## src/rtl/fp_byte_bridge_if.sv

```systemverilog
// Byte-link and fp_adder signal bundle for fp_byte_bridge.
// master = the bridge itself, slave = host link plus fp_adder side.
interface fp_byte_bridge_if;
    logic [7:0]  in_data;
    logic        in_valid;
    logic        in_ready;
    logic [7:0]  out_data;
    logic        out_valid;
    logic        out_ready;
    logic [31:0] op_a;
    logic [31:0] op_b;
    logic [2:0]  op_code;
    logic        mode_fp;
    logic        round_mode;
    logic        start;
    logic [31:0] result;
    logic [4:0]  flags;
    logic        valid_out;

    modport master (
        input  in_data, in_valid, out_ready, result, flags, valid_out,
        output in_ready, out_data, out_valid, op_a, op_b, op_code,
               mode_fp, round_mode, start
    );

    modport slave (
        output in_data, in_valid, out_ready, result, flags, valid_out,
        input  in_ready, out_data, out_valid, op_a, op_b, op_code,
               mode_fp, round_mode, start
    );
endinterface

```

## src/rtl/fp_byte_bridge.sv

```systemverilog
// Byte-stream front end for fp_adder: assembles a 9-byte command frame,
// pulses start, then returns a 5-byte result/flags/timeout response.
module fp_byte_bridge #(
    parameter int unsigned TIMEOUT_CYCLES = 256,
    parameter int unsigned CNT_W          = 16
) (
    input  logic              clk,
    input  logic              rst_n,
    fp_byte_bridge_if.master  bus
);

    typedef enum logic [1:0] {
        S_RX    = 2'd0,
        S_ISSUE = 2'd1,
        S_WAIT  = 2'd2,
        S_TX    = 2'd3
    } state_t;

    state_t             state_q;
    logic [3:0]         idx_q;
    logic [CNT_W-1:0]   cnt_q;
    logic [31:0]        op_a_q;
    logic [31:0]        op_b_q;
    logic [2:0]         op_code_q;
    logic               mode_fp_q;
    logic               round_mode_q;
    logic               start_q;
    logic               in_ready_q;
    logic               out_valid_q;
    logic [7:0]         out_data_q;
    logic [31:0]        res_q;
    logic [4:0]         flags_q;
    logic               tmo_q;

    // Response byte k: result little-endian, then {timeout, 2'b00, flags}.
    function automatic logic [7:0] resp_byte(input logic [31:0] res,
                                             input logic [4:0]  flg,
                                             input logic        tmo,
                                             input logic [3:0]  idx);
        logic [7:0] b;
        case (idx)
            4'd0:    b = res[7:0];
            4'd1:    b = res[15:8];
            4'd2:    b = res[23:16];
            4'd3:    b = res[31:24];
            4'd4:    b = {tmo, 2'b00, flg};
            default: b = 8'h00;
        endcase
        return b;
    endfunction

    // Frame assembly, issue, result wait/timeout and response streaming.
    always_ff @(posedge clk or negedge rst_n) begin
        if (!rst_n) begin
            state_q      <= S_RX;
            idx_q        <= 4'd0;
            cnt_q        <= {CNT_W{1'b0}};
            op_a_q       <= 32'h0000_0000;
            op_b_q       <= 32'h0000_0000;
            op_code_q    <= 3'd0;
            mode_fp_q    <= 1'b0;
            round_mode_q <= 1'b0;
            start_q      <= 1'b0;
            in_ready_q   <= 1'b0;
            out_valid_q  <= 1'b0;
            out_data_q   <= 8'h00;
            res_q        <= 32'h0000_0000;
            flags_q      <= 5'd0;
            tmo_q        <= 1'b0;
        end else begin
            start_q <= 1'b0;
            case (state_q)
                S_RX: begin
                    in_ready_q  <= 1'b1;
                    out_valid_q <= 1'b0;
                    if (in_ready_q && bus.in_valid) begin
                        case (idx_q)
                            4'd0: op_a_q[7:0]   <= bus.in_data;
                            4'd1: op_a_q[15:8]  <= bus.in_data;
                            4'd2: op_a_q[23:16] <= bus.in_data;
                            4'd3: op_a_q[31:24] <= bus.in_data;
                            4'd4: op_b_q[7:0]   <= bus.in_data;
                            4'd5: op_b_q[15:8]  <= bus.in_data;
                            4'd6: op_b_q[23:16] <= bus.in_data;
                            4'd7: op_b_q[31:24] <= bus.in_data;
                            4'd8: begin
                                op_code_q    <= bus.in_data[2:0];
                                mode_fp_q    <= bus.in_data[3];
                                round_mode_q <= bus.in_data[4];
                            end
                            default: op_a_q <= op_a_q;
                        endcase
                        if (idx_q == 4'd8) begin
                            idx_q      <= 4'd0;
                            state_q    <= S_ISSUE;
                            start_q    <= 1'b1;
                            in_ready_q <= 1'b0;
                        end else begin
                            idx_q <= idx_q + 4'd1;
                        end
                    end else begin
                        idx_q <= idx_q;
                    end
                end
                S_ISSUE: begin
                    cnt_q <= {CNT_W{1'b0}};
                    if (bus.valid_out) begin
                        res_q       <= bus.result;
                        flags_q     <= bus.flags;
                        tmo_q       <= 1'b0;
                        out_data_q  <= bus.result[7:0];
                        out_valid_q <= 1'b1;
                        state_q     <= S_TX;
                    end else begin
                        state_q <= S_WAIT;
                    end
                end
                S_WAIT: begin
                    cnt_q <= cnt_q + {{(CNT_W-1){1'b0}}, 1'b1};
                    // A result arriving on the timeout cycle takes priority.
                    if (bus.valid_out) begin
                        res_q       <= bus.result;
                        flags_q     <= bus.flags;
                        tmo_q       <= 1'b0;
                        out_data_q  <= bus.result[7:0];
                        out_valid_q <= 1'b1;
                        state_q     <= S_TX;
                    end else if (cnt_q == CNT_W'(TIMEOUT_CYCLES - 1)) begin
                        res_q       <= 32'hFFFF_FFFF;
                        flags_q     <= 5'd0;
                        tmo_q       <= 1'b1;
                        out_data_q  <= 8'hFF;
                        out_valid_q <= 1'b1;
                        state_q     <= S_TX;
                    end else begin
                        state_q <= S_WAIT;
                    end
                end
                S_TX: begin
                    if (out_valid_q && bus.out_ready) begin
                        if (idx_q == 4'd4) begin
                            idx_q       <= 4'd0;
                            out_valid_q <= 1'b0;
                            out_data_q  <= 8'h00;
                            in_ready_q  <= 1'b1;
                            state_q     <= S_RX;
                        end else begin
                            idx_q      <= idx_q + 4'd1;
                            out_data_q <= resp_byte(res_q, flags_q, tmo_q, idx_q + 4'd1);
                        end
                    end else begin
                        out_data_q <= out_data_q;
                    end
                end
                default: begin
                    state_q     <= S_RX;
                    idx_q       <= 4'd0;
                    out_valid_q <= 1'b0;
                    in_ready_q  <= 1'b0;
                end
            endcase
        end
    end

    assign bus.in_ready   = in_ready_q;
    assign bus.out_valid  = out_valid_q;
    assign bus.out_data   = out_data_q;
    assign bus.op_a       = op_a_q;
    assign bus.op_b       = op_b_q;
    assign bus.op_code    = op_code_q;
    assign bus.mode_fp    = mode_fp_q;
    assign bus.round_mode = round_mode_q;
    assign bus.start      = start_q;

endmodule

```

## src/flat_wrapper.sv

```systemverilog
// flat-port wrapper written by rule: the top's interface ports become plain ports
module fp_byte_bridge_flat 
#(
    parameter int unsigned TIMEOUT_CYCLES = 256,
    parameter int unsigned CNT_W          = 16
)
  (clk, rst_n, bus_in_data, bus_in_valid, bus_out_ready, bus_result, bus_flags, bus_valid_out, bus_in_ready, bus_out_data, bus_out_valid, bus_op_a, bus_op_b, bus_op_code, bus_mode_fp, bus_round_mode, bus_start);
  fp_byte_bridge_if bus_i ();
  input  logic clk;
  input  logic rst_n;
  input wire logic [$bits(bus_i.in_data)-1:0] bus_in_data;
  input wire logic [$bits(bus_i.in_valid)-1:0] bus_in_valid;
  input wire logic [$bits(bus_i.out_ready)-1:0] bus_out_ready;
  input wire logic [$bits(bus_i.result)-1:0] bus_result;
  input wire logic [$bits(bus_i.flags)-1:0] bus_flags;
  input wire logic [$bits(bus_i.valid_out)-1:0] bus_valid_out;
  output wire logic [$bits(bus_i.in_ready)-1:0] bus_in_ready;
  output wire logic [$bits(bus_i.out_data)-1:0] bus_out_data;
  output wire logic [$bits(bus_i.out_valid)-1:0] bus_out_valid;
  output wire logic [$bits(bus_i.op_a)-1:0] bus_op_a;
  output wire logic [$bits(bus_i.op_b)-1:0] bus_op_b;
  output wire logic [$bits(bus_i.op_code)-1:0] bus_op_code;
  output wire logic [$bits(bus_i.mode_fp)-1:0] bus_mode_fp;
  output wire logic [$bits(bus_i.round_mode)-1:0] bus_round_mode;
  output wire logic [$bits(bus_i.start)-1:0] bus_start;
  assign bus_i.in_data = bus_in_data;
  assign bus_i.in_valid = bus_in_valid;
  assign bus_i.out_ready = bus_out_ready;
  assign bus_i.result = bus_result;
  assign bus_i.flags = bus_flags;
  assign bus_i.valid_out = bus_valid_out;
  assign bus_in_ready = bus_i.in_ready;
  assign bus_out_data = bus_i.out_data;
  assign bus_out_valid = bus_i.out_valid;
  assign bus_op_a = bus_i.op_a;
  assign bus_op_b = bus_i.op_b;
  assign bus_op_code = bus_i.op_code;
  assign bus_mode_fp = bus_i.mode_fp;
  assign bus_round_mode = bus_i.round_mode;
  assign bus_start = bus_i.start;
  fp_byte_bridge #(.TIMEOUT_CYCLES(TIMEOUT_CYCLES), .CNT_W(CNT_W)) u_core (.clk(clk), .rst_n(rst_n), .bus(bus_i));
endmodule
```

## config.mk

```make
export PLATFORM = sky130hd
export DESIGN_NAME = fp_byte_bridge_flat
export DESIGN_NICKNAME = d
export VERILOG_FILES = /design/src/rtl/fp_byte_bridge_if.sv /design/src/rtl/fp_byte_bridge.sv /design/src/flat_wrapper.sv
export SDC_FILE = /design/constraint.sdc
export NUM_CORES = 1
export LEC_CHECK = 0
export CORE_UTILIZATION = 51
export CTS_CLUSTER_DIAMETER = 200
export DETAILED_ROUTE_END_ITERATION = 8
export PLACE_DENSITY = 0.84
export SLEW_MARGIN = 40
export SYNTH_ARGS = -nofsm -noshare
export SYNTH_HDL_FRONTEND = slang
export SYNTH_SLANG_ARGS = --single-unit
```

## constraint.sdc

```tcl
create_clock -name clk -period 2.8 [get_ports clk]
set_clock_uncertainty 0.2 [all_clocks]
set_input_delay 0.28 -clock clk [delete_from_list [all_inputs] [get_ports clk]]
set_output_delay 0.28 -clock clk [all_outputs]
set_load 0.05 [all_outputs]
```

==> summary.txt, run 1 <==
Run status
  – Status: finished, violations left
  – Violated checks: design-rule violations

Clock network
  – Num CTS Buffers: 17
  – H-tree depth: 4
  – Clk_lat worst skew: 0.42 ns
  – Clk pin slew, worst setup/hold paths: 0.06 ns
  – Post-CTS setup buffer count: 0
  – Clock tree from TritonCTS: built
  – CTS Hold Buffers Added: 1
  – CTS max path bufs: 2
  – Post-CTS Resized: 0
  – Clock sinks: 140
  – Clk root buf: clkbuf_16

Worst setup path
  – Crit path launch: u_core.cnt_q[10]
  – Worst Path Arrival: 2.68 ns
  – Crit. End Element: register
  – Critical path startpoint category: register
  – Critical Path RT: 2.93 ns
  – Crit Path Class: reg -> reg
  – Worst R2R Start: u_core.cnt_q[10]
  – Critical-path maximum fanout: 8

Die
  – Core area: 11600 um2
  – I/O pins: 130
  – Initial core utilization: 53.0%
  – Row Count: 39
  – Chip Width: 112 um
  – Die ar.: 12500 um2
  – Die height: 112 um

Finish
  – Fillers: 773
  – Fin nets: 685
  – N_diodes: 0
  – Area Overhead vs Synth: 33.5%
  – Fraction of layout cells with a size suffix above 1: 18.6%

Power
  – Sequential share of power: 29.2%
  – Comb pwr share: 51.2%
  – P_leak: 3.59 nW
  – Sw Share: 43.8%
  – Clock power share: 19.6%
  – Internal power: 6.54 mW
  – Max VDD drop: 0.877 mV
  – Switching power: 5.09 mW
  – PD cells: 1420 nW/um2

Synth
  – Number of synthesized flops with an enable pin: 0
  – Area leader, netlist: dfrtp_1
  – Synth Warn #: 0
  – Synth Register Bits: 140
  – Commonest cells post-synth: 140 x dfrtp_1, 70 x mux2_2, 37 x nand2_1, 31 x o22a_1, 29 x a22oi_1
  – Sequential area share after synthesis: 57.2%
  – Ys async rst share: 100%
  – Synth top area cells: dfrtp_1 57%, mux2_2 13%, o22a_1 4.4%
  – Synthesized net count: 548
  – Distinct cell type count after synthesis: 53
  – Synth top area share: 57.2%
  – Cells after synthesis: 488
  – Syn Area/Cell: 12.6 um2
  – Most numerous cell in the Yosys netlist: dfrtp_1
  – Post-synthesis cell area: 6130 um2
  – Top FF cell, synth: dfrtp_1

STA
  – Final Hold Slack: 0.263 ns
  – Fin. Hold Viols: 0
  – Post-route setup TNS: 0 ns
  – Final worst-path cycle share: 91.1%
  – Slew margin rel.: 54.4%
  – Final Critical Period: 2.55 ns
  – Setup-failing EPs final: 0
  – Worst Tran Pin Value: 0.684 ns
  – Fmax: 392 MHz
  – Unrepaired setup endpoints after global routing: false
  – Slew Viols, Final: 0

Place
  – HPWL after detailed placement: 10.6 mm
  – IO buf count: 129
  – Routability cong.: 0.869

Drt
  – Post-route DRC violation count: 16
  – Final wirelength: 15.8 mm
  – DR vias/cell: 5.88
  – DRT Pass-1 Iters: 9
  – Vias: 4573
  – Drt first-iter violations: 351
  – WL/cell: 20.3 um
  – Post-route ant nets: 0

Global routing
  – Largest net degree at the start of global routing: 85
  – Vias in the first global route: 4831
  – Initial antenna violation count: 0
  – M3 GR Usage: 10.3%
  – Global-route wire length before repair: 25.1 mm
  – M1 GR Usage: 31.5%
  – Grt ovf: 0
  – GR Util All Layers: 26.6%
  – Routing usage on met2: 43.6%
  – Top Usage Layer GRT: met2

Worst hold path
  – Hold Path Class: in -> async

Run
  – Max cap viols: 0
## flip-flops by register name, indices dropped and copies added (netlist names), 2 cells and up
signal               flops
u_core.bus.op_a         32
u_core.bus.op_b         32
u_core.res_q            32
u_core.cnt_q            16
u_core.bus.out_data      8
u_core.flags_q           5
u_core.idx_q             4
u_core.bus.op_code       3
u_core.state_q           2
## critical path: stages (launching register included)
cell	delay, ns
dfrtp_1	0.42
or4_4	0.56
nor4_4	0.37
o21ai_2	0.14
or3b_1	0.54
o221ai_1	0.22
## cells in the final DEF (no fill, tap or decap), drive strengths merged, types with 3 or more instances in the layout
cell type        n
mux2i            4
or2b             8
clkinvlp         3
nand3            9
a22o             8
a22oi           29
clkbuf          21
bufinv           3
clkinv           4
and3             6
nand2b           3
ha              10
o21ai           19
dfrtp          140
nor2            17
buf             10
inv             13
xor2             6
nand2           37
or3              4
o221ai           7
clkdlybuf4s50  128
nand4            5
o22a            31
a21oi            9
mux2            70
## power groups by stage
| stage | sequential, mW | clock, mW | combinational (mW) |
|---|---|---|---|
| after floorplan | 4.99 | 0 | 2.39 |
| after global placement | 3.34 | 0 | 5.71 |
| after detailed placement | 3.39 | 0 | 5.87 |
| after CTS | 3.38 | 2.30 | 5.94 |
| after global routing | 3.48 | 2.39 | 6.29 |
| final | 3.39 | 2.28 | 5.95 |
## metrics by stage
stage	setup WS [ns]	cell area (um2)	instances	util, %	total power [mW]
6_report	0.250	8180	778	70.7	11.6
5_1_grt	0.0994	8180	778	70.7	12.2
4_1_cts	0.255	8180	778	70.7	11.6
3_5_place_dp	0.286	7570	748	65.5	9.26
3_3_place_gp	0.356	7570	748	65.5	9.05
2_1_floorplan	0.475	6130	488	-	7.38
## metal layers
metal  routed length [um]  vias to the layer above
li1                     -                     2086
met1                 6240                     2269
met2                 7670                      193
met3                 1580                       25
met4                  284                        0
met5                    0                        -
## final cells by class
class,count,area [um2],share of cell area [%]
clock buffer,20,457,5.58
clock inverter,9,139,1.70
inverter,14,52.6,0.642
multi-input combinational,312,2460,30.1
sequential,140,3500,42.8
tap,143,179,2.19
timing repair buffer,140,1390,17.0
## worst paths after layout
kind | depth (start not counted) | end | slack, ns
max | 5 | u_core.bus.out_data[2] | 0.25
min | 2 | u_core.bus.op_code[1] | 0.26
max reg2reg | 5 | u_core.bus.out_data[2] | 0.25
min reg2reg | 1 | u_core.res_q[9] | 0.29
max in group asynchronous | 3 | u_core.res_q[8] | 1.42
min in group clk | 2 | u_core.res_q[31] | 0.27
## cell families (layout without fill, tap and decap cells)
family                     count (synthesis)  count (layout)  share of synthesized area, %
AOI/OAI and AO/OA                        120             120                          14.9
adders and majority gates                 10              10                          2.04
and+or+nand+nor                          100             100                          8.49
xor gates and xnor gates                   8               8                          1.14
DFF                                      140             140                          57.2
muxes                                     74              74                          13.5
buffers and inverters                     36             183                          2.76
(Power assumes the default switching activity.)
==> run 2: changes to the inputs <==
GPL_ROUTABILITY_DRIVEN = 0   (was unset)
SKIP_LAST_GASP = 1   (was unset)
==> run 2 against run 1 <==
Effect of this change:
- global-route usage about the same
- maximum frequency decreased by 0.67%
- sequential share of layout area increased by 0.11 points
- total power decreased by 0.73%
- utilization decreased by 0.18 points
- hold slack got worse by 0.0042 ns
- worst setup slack got worse by 0.017 ns
- the flow still finishes with violations (design-rule violations)
- sequential power about the same
==> summary.txt, run 2 (synthesis gave the netlist of run 1 again) <==
Run status
  – Status: finished, violations left
  – Violated checks: design-rule violations

Clock network
  – Clock tree from TritonCTS: built
  – Clk_lat worst skew: 0.42 ns (about the same)
  – Post-CTS setup buffer count: 0 (unchanged)
  – Num CTS Buffers: 17 (unchanged)
  – CTS Hold Buffers Added: 1 (unchanged)
  – Clk pin slew, worst setup/hold paths: 0.06 ns (about the same)
  – CTS max path bufs: 2 (unchanged)
  – Clock sinks: 140 (unchanged)
  – H-tree depth: 4 (unchanged)
  – Post-CTS Resized: 0 (unchanged)
  – Clk root buf: clkbuf_16

Worst setup path
  – Critical Path RT: 2.92 ns (about the same)
  – Critical path buffer and inverter count: 0 (unchanged)
  – Worst stage delay on the critical path: 0.56 ns (about the same)
  – Worst Reg-to-Reg Cells: 5 (unchanged)
  – Critical path startpoint category: register
  – Worst R2R End: u_core.bus.out_data[0]
  – Critical-path maximum fanout: 8 (unchanged)
  – Crit. End Element: register
  – Worst Path Arrival: 2.68 ns (about the same)
  – Flop2flop setup slack: 0.23 ns (-0.02 ns)
  – Worst R2R Start: u_core.cnt_q[10]
  – Crit Path Class: reg -> reg
  – Delay-heaviest family, CP: simple AND/OR/NAND/NOR gates
  – Slowest cell on the critical path: or4_4
  – Crit path cell chain: or4_4, nor4_4, o21ai_2, or3b_1, o221ai_1

STA
  – Final worst-path cycle share: 91.7% (+0.61 points)
  – Unrepaired setup endpoints after global routing: false
  – Fin. Hold Viols: 0 (unchanged)
  – Slew margin rel.: 51.2% (-3.2 points)
  – Worst setup margin: 0.233 ns (-0.0171 ns)
  – Setup-failing EPs final: 0 (unchanged)
  – Fmax: 390 MHz (-0.67%)
  – Slew Viols, Final: 0 (unchanged)
  – Worst Tran Pin Value: 0.732 ns (+0.0481 ns)
  – Final Critical Period: 2.57 ns (+0.0171 ns)
  – Post-route setup TNS: 0 ns (unchanged)

Finish
  – Area Overhead vs Synth: 33.2%
  – Most common cell after layout, fill and taps aside: dfrtp_1
  – Non-Filler Instances: 780 (+0.26%)
  – Final core utilization: 70.6% (-0.18 points)
  – Fillers: 795 (+2.8%)
  – Fin nets: 684 (-0.15%)
  – Cell area after layout: 8160 um2 (-0.26%)
  – Commonest cells after routing, fill and taps aside: 140 x dfrtp_1, 128 x clkdlybuf4s50_1, 70 x mux2_2
  – Fraction of layout cells with a size suffix above 1: 18.8% (+0.26 points)
  – N_diodes: 0 (unchanged)

Global routing
  – GR Util All Layers: 26.7% (+0.040 points)
  – Vias in the first global route: 4868 (+0.77%)
  – Grt ovf: 0 (unchanged)
  – Largest net degree at the start of global routing: 79 (-7.1%)
  – Global-route wire length before repair: 25.4 mm (+1.2%)
  – Initial antenna violation count: 0 (unchanged)

Power
  – P_leak: 3.58 nW (-0.18%)
  – PD cells: 1410 nW/um2 (-0.47%)
  – Max VDD drop: 1.02 mV (+16%)

Drt
  – Post-route DRC violation count: 8 (-8)
  – Uppermost routed layer: met4
  – Drt first-iter violations: 374 (+6.6%)
  – Final wirelength: 15.7 mm (-0.50%)
  – Post-route ant nets: 0 (unchanged)
  – DR vias/cell: 5.97 (+1.6%)
  – Vias: 4659 (+1.9%)
  – Met3 WL post-DR: 1.40 mm (-11%)
  – DRT Pass-1 Iters: 9 (unchanged)
  – Met2 routed WL: 7.53 mm (-1.8%)
  – WL/cell: 20.1 um (-0.76%)
  – Met1 WL: 6.39 mm (+2.4%)

Die
  – Die ar.: 12500 um2 (unchanged)
  – Initial core utilization: 53.0% (unchanged)
  – Die height: 112 um (unchanged)
  – Row Count: 39 (unchanged)
  – Core area: 11600 um2 (unchanged)
  – Chip Width: 112 um (unchanged)
  – I/O pins: 130 (unchanged)

Place
  – Pre-CTS setup slack: 0.269 ns (-0.0172 ns)
  – Placement-stage cell area: 7570 um2 (about the same)
  – IO buf count: 129 (unchanged)
  – HPWL after detailed placement: 10.4 mm (-1.8%)
  – DP Cell Count: 747 (-0.13%)

Run
  – Max cap viols: 0 (unchanged)

Worst hold path
  – Hold Path Class: in -> async
run 2: cell types whose count changed in the layout (fill, tap and decap cells not counted):
cell and change:
inv_6 +2, bufinv_16 -1, clkinv_2 +3, buf_4 -1, buf_6 +1, clkbuf_8 -2
run 2: how the worst max path moves through the flow:
stage / startpoint / end / slack [ns] / depth (start not counted)
2_1_floorplan: u_core.cnt_q[10] / u_core.bus.out_data[6] / 0.48 / 6
3_3_place_gp: u_core.cnt_q[10] / u_core.bus.out_data[2] / 0.36 / 5
3_5_place_dp: u_core.cnt_q[10] / u_core.bus.out_data[0] / 0.27 / 5
4_1_cts: u_core.cnt_q[10] / u_core.bus.out_data[0] / 0.25 / 5
5_1_grt: u_core.idx_q[0] / u_core.bus.out_data[6] / 0.14 / 6
6_report: u_core.cnt_q[10] / u_core.bus.out_data[0] / 0.23 / 5
run 2: worst reg2reg max path, delay by kind of cell (launching register included):
family	cells	cell delay [ns]
AOI/OAI and AO/OA	2	0.37
DFF	1	0.41
and+or+nand+nor	3	1.48
run 2: per-stage QoR:
stage               hold slack [ns]  power, mW
CTS                           0.268       11.6
detailed placement            0.167       9.26
finish                        0.259       11.5
global placement              0.153       9.05
floorplan                    -0.216       7.38
global route                  0.277       12.1
run 2: cell type report:
type,instances,area (um2),area share (%)
Sequential cell,140,3500,42.9
Multi-Input combinational cell,312,2460,30.1
Timing Repair Buffer,139,1380,16.9
Clock buffer,19,443,5.43
Tap cell,143,179,2.19
Clock inverter,13,141,1.73
Inverter,14,52.6,0.644
run 2: metal layers:
metal	up-vias	GRT usage (%)
met5	-	0
met4	0	10.5
met3	32	10.3
met2	228	43.1
met1	2316	32.1
li1	2083	-
run 2: report_power, final:
part	internal [mW]	switching, mW
Sequential	2.87	0.535
Clock	1.34	0.891
Combinational	2.23	3.68
Total	6.44	5.10
==> run 3: changes to the inputs <==
REMOVE_ABC_BUFFERS = 1   (was unset)
==> run 3 against run 2 <==
Effect of this change:
- combinational power about the same
- largest cell class unchanged
- global-route usage decreased by 0.37 points
- critical endpoint is now u_core.bus.out_data[2]
- first-iteration DRC count is 0.80% higher
- worst setup slack got worse by 0.0013 ns
- sequential power is essentially flat
- highest routed layer unchanged
- the flow still finishes with violations (design-rule violations)
- sequential share of layout area fell by 0.26 points
- routed wire length fell by 1.1%
- non-clock buffer count up 2
- cell area is 0.60% higher
- total power is 0.80% higher
- clock power increased by 4%
- critical path depth is the same
==> summary.txt, run 3 (synthesis gave the netlist of run 1 again) <==
Power
  – Design Power: 11.6 mW (+0.80%)
  – Sequential share of power: 29.1% (-0.4 points)
  – PD cells: 1420 nW/um2 (+0.20%)
  – Max VDD drop: 1.04 mV (+2.0%)
  – Switching power: 5.08 mW (-0.51%)
  – Internal power: 6.56 mW (+1.8%)
  – Comb pwr share: 50.9% (-0.3 points)
  – Clock power share: 20.0% (+0.7 points)
  – Sw Share: 43.6% (-0.57 points)
  – P_leak: 3.60 nW (+0.63%)

Die
  – Die ar.: 12500 um2 (unchanged)
  – I/O pins: 130 (unchanged)
  – Die height: 112 um (unchanged)
  – Chip Width: 112 um (unchanged)
  – Initial core utilization: 53.0% (unchanged)
  – Row Count: 39 (unchanged)
  – Core area: 11600 um2 (unchanged)

Drt
  – Final wirelength: 15.5 mm (-1.1%)
  – Post-route DRC violation count: 20 (+12)
  – WL/cell: 19.8 um (-1.4%)
  – Post-route ant nets: 0 (unchanged)
  – DRT Pass-1 Iters: 7 (-2)
  – Drt first-iter violations: 377 (+0.80%)
  – DR vias/cell: 5.97 (about the same)
  – Vias: 4669 (+0.21%)

Finish
  – Most common cell after layout, fill and taps aside: dfrtp_1
  – Fin nets: 686 (+0.29%)
  – Non-Filler Instances: 782 (+0.26%)
  – N_diodes: 0 (unchanged)
  – Fillers: 815 (+2.5%)
  – Commonest cells after routing, fill and taps aside: 140 x dfrtp_1, 128 x clkdlybuf4s50_1, 70 x mux2_2
  – Fraction of layout cells with a size suffix above 1: 19.1% (+0.25 points)
  – Area Overhead vs Synth: 34.0%

Worst setup path
  – Crit Path Class: reg -> reg
  – Critical path buffer and inverter count: 0 (unchanged)
  – Critical path startpoint category: register
  – Delay-heaviest family, CP: simple AND/OR/NAND/NOR gates
  – Critical Path RT: 2.92 ns (about the same)
  – Worst stage delay on the critical path: 0.56 ns (about the same)
  – Crit. End Element: register
  – Slowest cell on the critical path: or4_4
  – Critical-path maximum fanout: 8 (unchanged)
  – Worst Path Arrival: 2.69 ns (about the same)
  – Crit path cell chain: or4_4, nor4_4, o21ai_2, or3b_1, o221ai_1

Place
  – HPWL after detailed placement: 10.5 mm (+0.37%)
  – DP Cell Count: 749 (+0.27%)
  – IO buf count: 129 (unchanged)

Clock network
  – CTS max path bufs: 2 (unchanged)
  – Clk pin slew, worst setup/hold paths: 0.06 ns (about the same)
  – Post-CTS setup buffer count: 0 (unchanged)
  – Clk_lat worst skew: 0.42 ns (about the same)
  – Num CTS Buffers: 17 (unchanged)
  – H-tree depth: 4 (unchanged)
  – Clock tree from TritonCTS: built
  – Clock sinks: 140 (unchanged)
  – Clk root buf: clkbuf_16

Global routing
  – Vias in the first global route: 4871 (+0.062%)
  – Grt ovf: 0 (unchanged)
  – Largest net degree at the start of global routing: 69 (-13%)
  – Initial antenna violation count: 0 (unchanged)
  – GR Util All Layers: 26.3% (-0.37 points)
  – Global-route wire length before repair: 25.1 mm (-1.5%)

Run status
  – Status: finished, violations left
  – Violated checks: design-rule violations

Worst hold path
  – Hold Path Class: in -> async

STA
  – Slew margin rel.: 60.8% (+9.6 points)
  – Fin. Hold Viols: 0 (unchanged)
  – Slew Viols, Final: 0 (unchanged)
  – Final Critical Period: 2.57 ns (+0.00134 ns)
  – Fmax: 389 MHz (about the same)
  – Worst Tran Pin Value: 0.586 ns (-0.146 ns)
  – Final worst-path cycle share: 91.7% (about the same)
  – Unrepaired setup endpoints after global routing: false
  – Setup-failing EPs final: 0 (unchanged)

Run
  – Max cap viols: 0 (unchanged)
## run 3: changes by cell type in the layout (fill, tap and decap cells not counted)
cell       before  now
buf_4           8   10
clkinv_2        3    1
bufinv_16       2    3
clkbuf_8        1    2
clkinv_4        2    3
inv_6           3    2
## run 3: power groups by stage
stage | clock (mW) | combinational, mW | sequential (mW)
after floorplan | 0 | 2.22 | 5.00
after global placement | 0 | 5.70 | 3.33
after global routing | 2.44 | 6.26 | 3.47
after CTS | 2.36 | 5.91 | 3.38
final | 2.33 | 5.92 | 3.39
after detailed placement | 0 | 5.85 | 3.39
## run 3: final timing paths
path | cells past startpoint | slack, ns | from | end
worst max-delay path | 5 | 0.23 | u_core.cnt_q[10] | u_core.bus.out_data[2]
worst min-delay path | 2 | 0.16 | rst_n | u_core.cnt_q[7]
worst max register to register | 5 | 0.23 | u_core.cnt_q[10] | u_core.bus.out_data[2]
worst min register to register | 1 | 0.29 | u_core.res_q[22] | u_core.res_q[22]
max in group asynchronous | 3 | 1.51 | rst_n | u_core.res_q[25]
min in group clk | 2 | 0.28 | bus_result[24] | u_core.res_q[24]
## run 3: layout make-up
class / instances / area [um2] / area share, %
sequential: 140 / 3500 / 42.7
clock inverter: 12 / 161 / 1.97
inverter: 14 / 52.6 / 0.640
timing repair buffer: 141 / 1400 / 17.0
clock buffer: 20 / 457 / 5.56
multi-input combinational: 312 / 2460 / 29.9
tap: 143 / 179 / 2.18
## run 3: worst register-to-register path: stages, from the launching register on
cell      delay [ns]
dfrtp_1         0.41
or4_4           0.56
nor4_4          0.39
o21ai_2         0.14
or3b_1          0.55
o221ai_1        0.23
## run 3: layer usage
layer | track usage [%] | vias to the layer above | share of wire (%) | wire [um]
li1 | - | 2089 | - | -
met1 | 31.0 | 2334 | 39 | 6060
met2 | 41.9 | 220 | 48 | 7470
met3 | 11.8 | 26 | 11 | 1670
met4 | 10.6 | 0 | 2.0 | 310
met5 | 0 | - | 0 | 0
## run 3: what timing repair did
action	in CTS	in global routing
hold buffers	1	0
gates resized for setup	0	0
endpoints found under the hold margin	44	0
## run 3: stage by stage
step	area (um2)	setup TNS [ns]	util [%]	hold WS (ns)	setup WS, ns
6_report	8210	0	71.0	0.156	0.232
5_1_grt	8210	0	71.0	0.211	0.171
4_1_cts	8210	0	71.0	0.168	0.269
2_1_floorplan	6010	-4.73	-	-0.216	-0.150
3_5_place_dp	7580	0	65.6	0.0319	0.287
3_3_place_gp	7580	0	65.6	0.0284	0.362
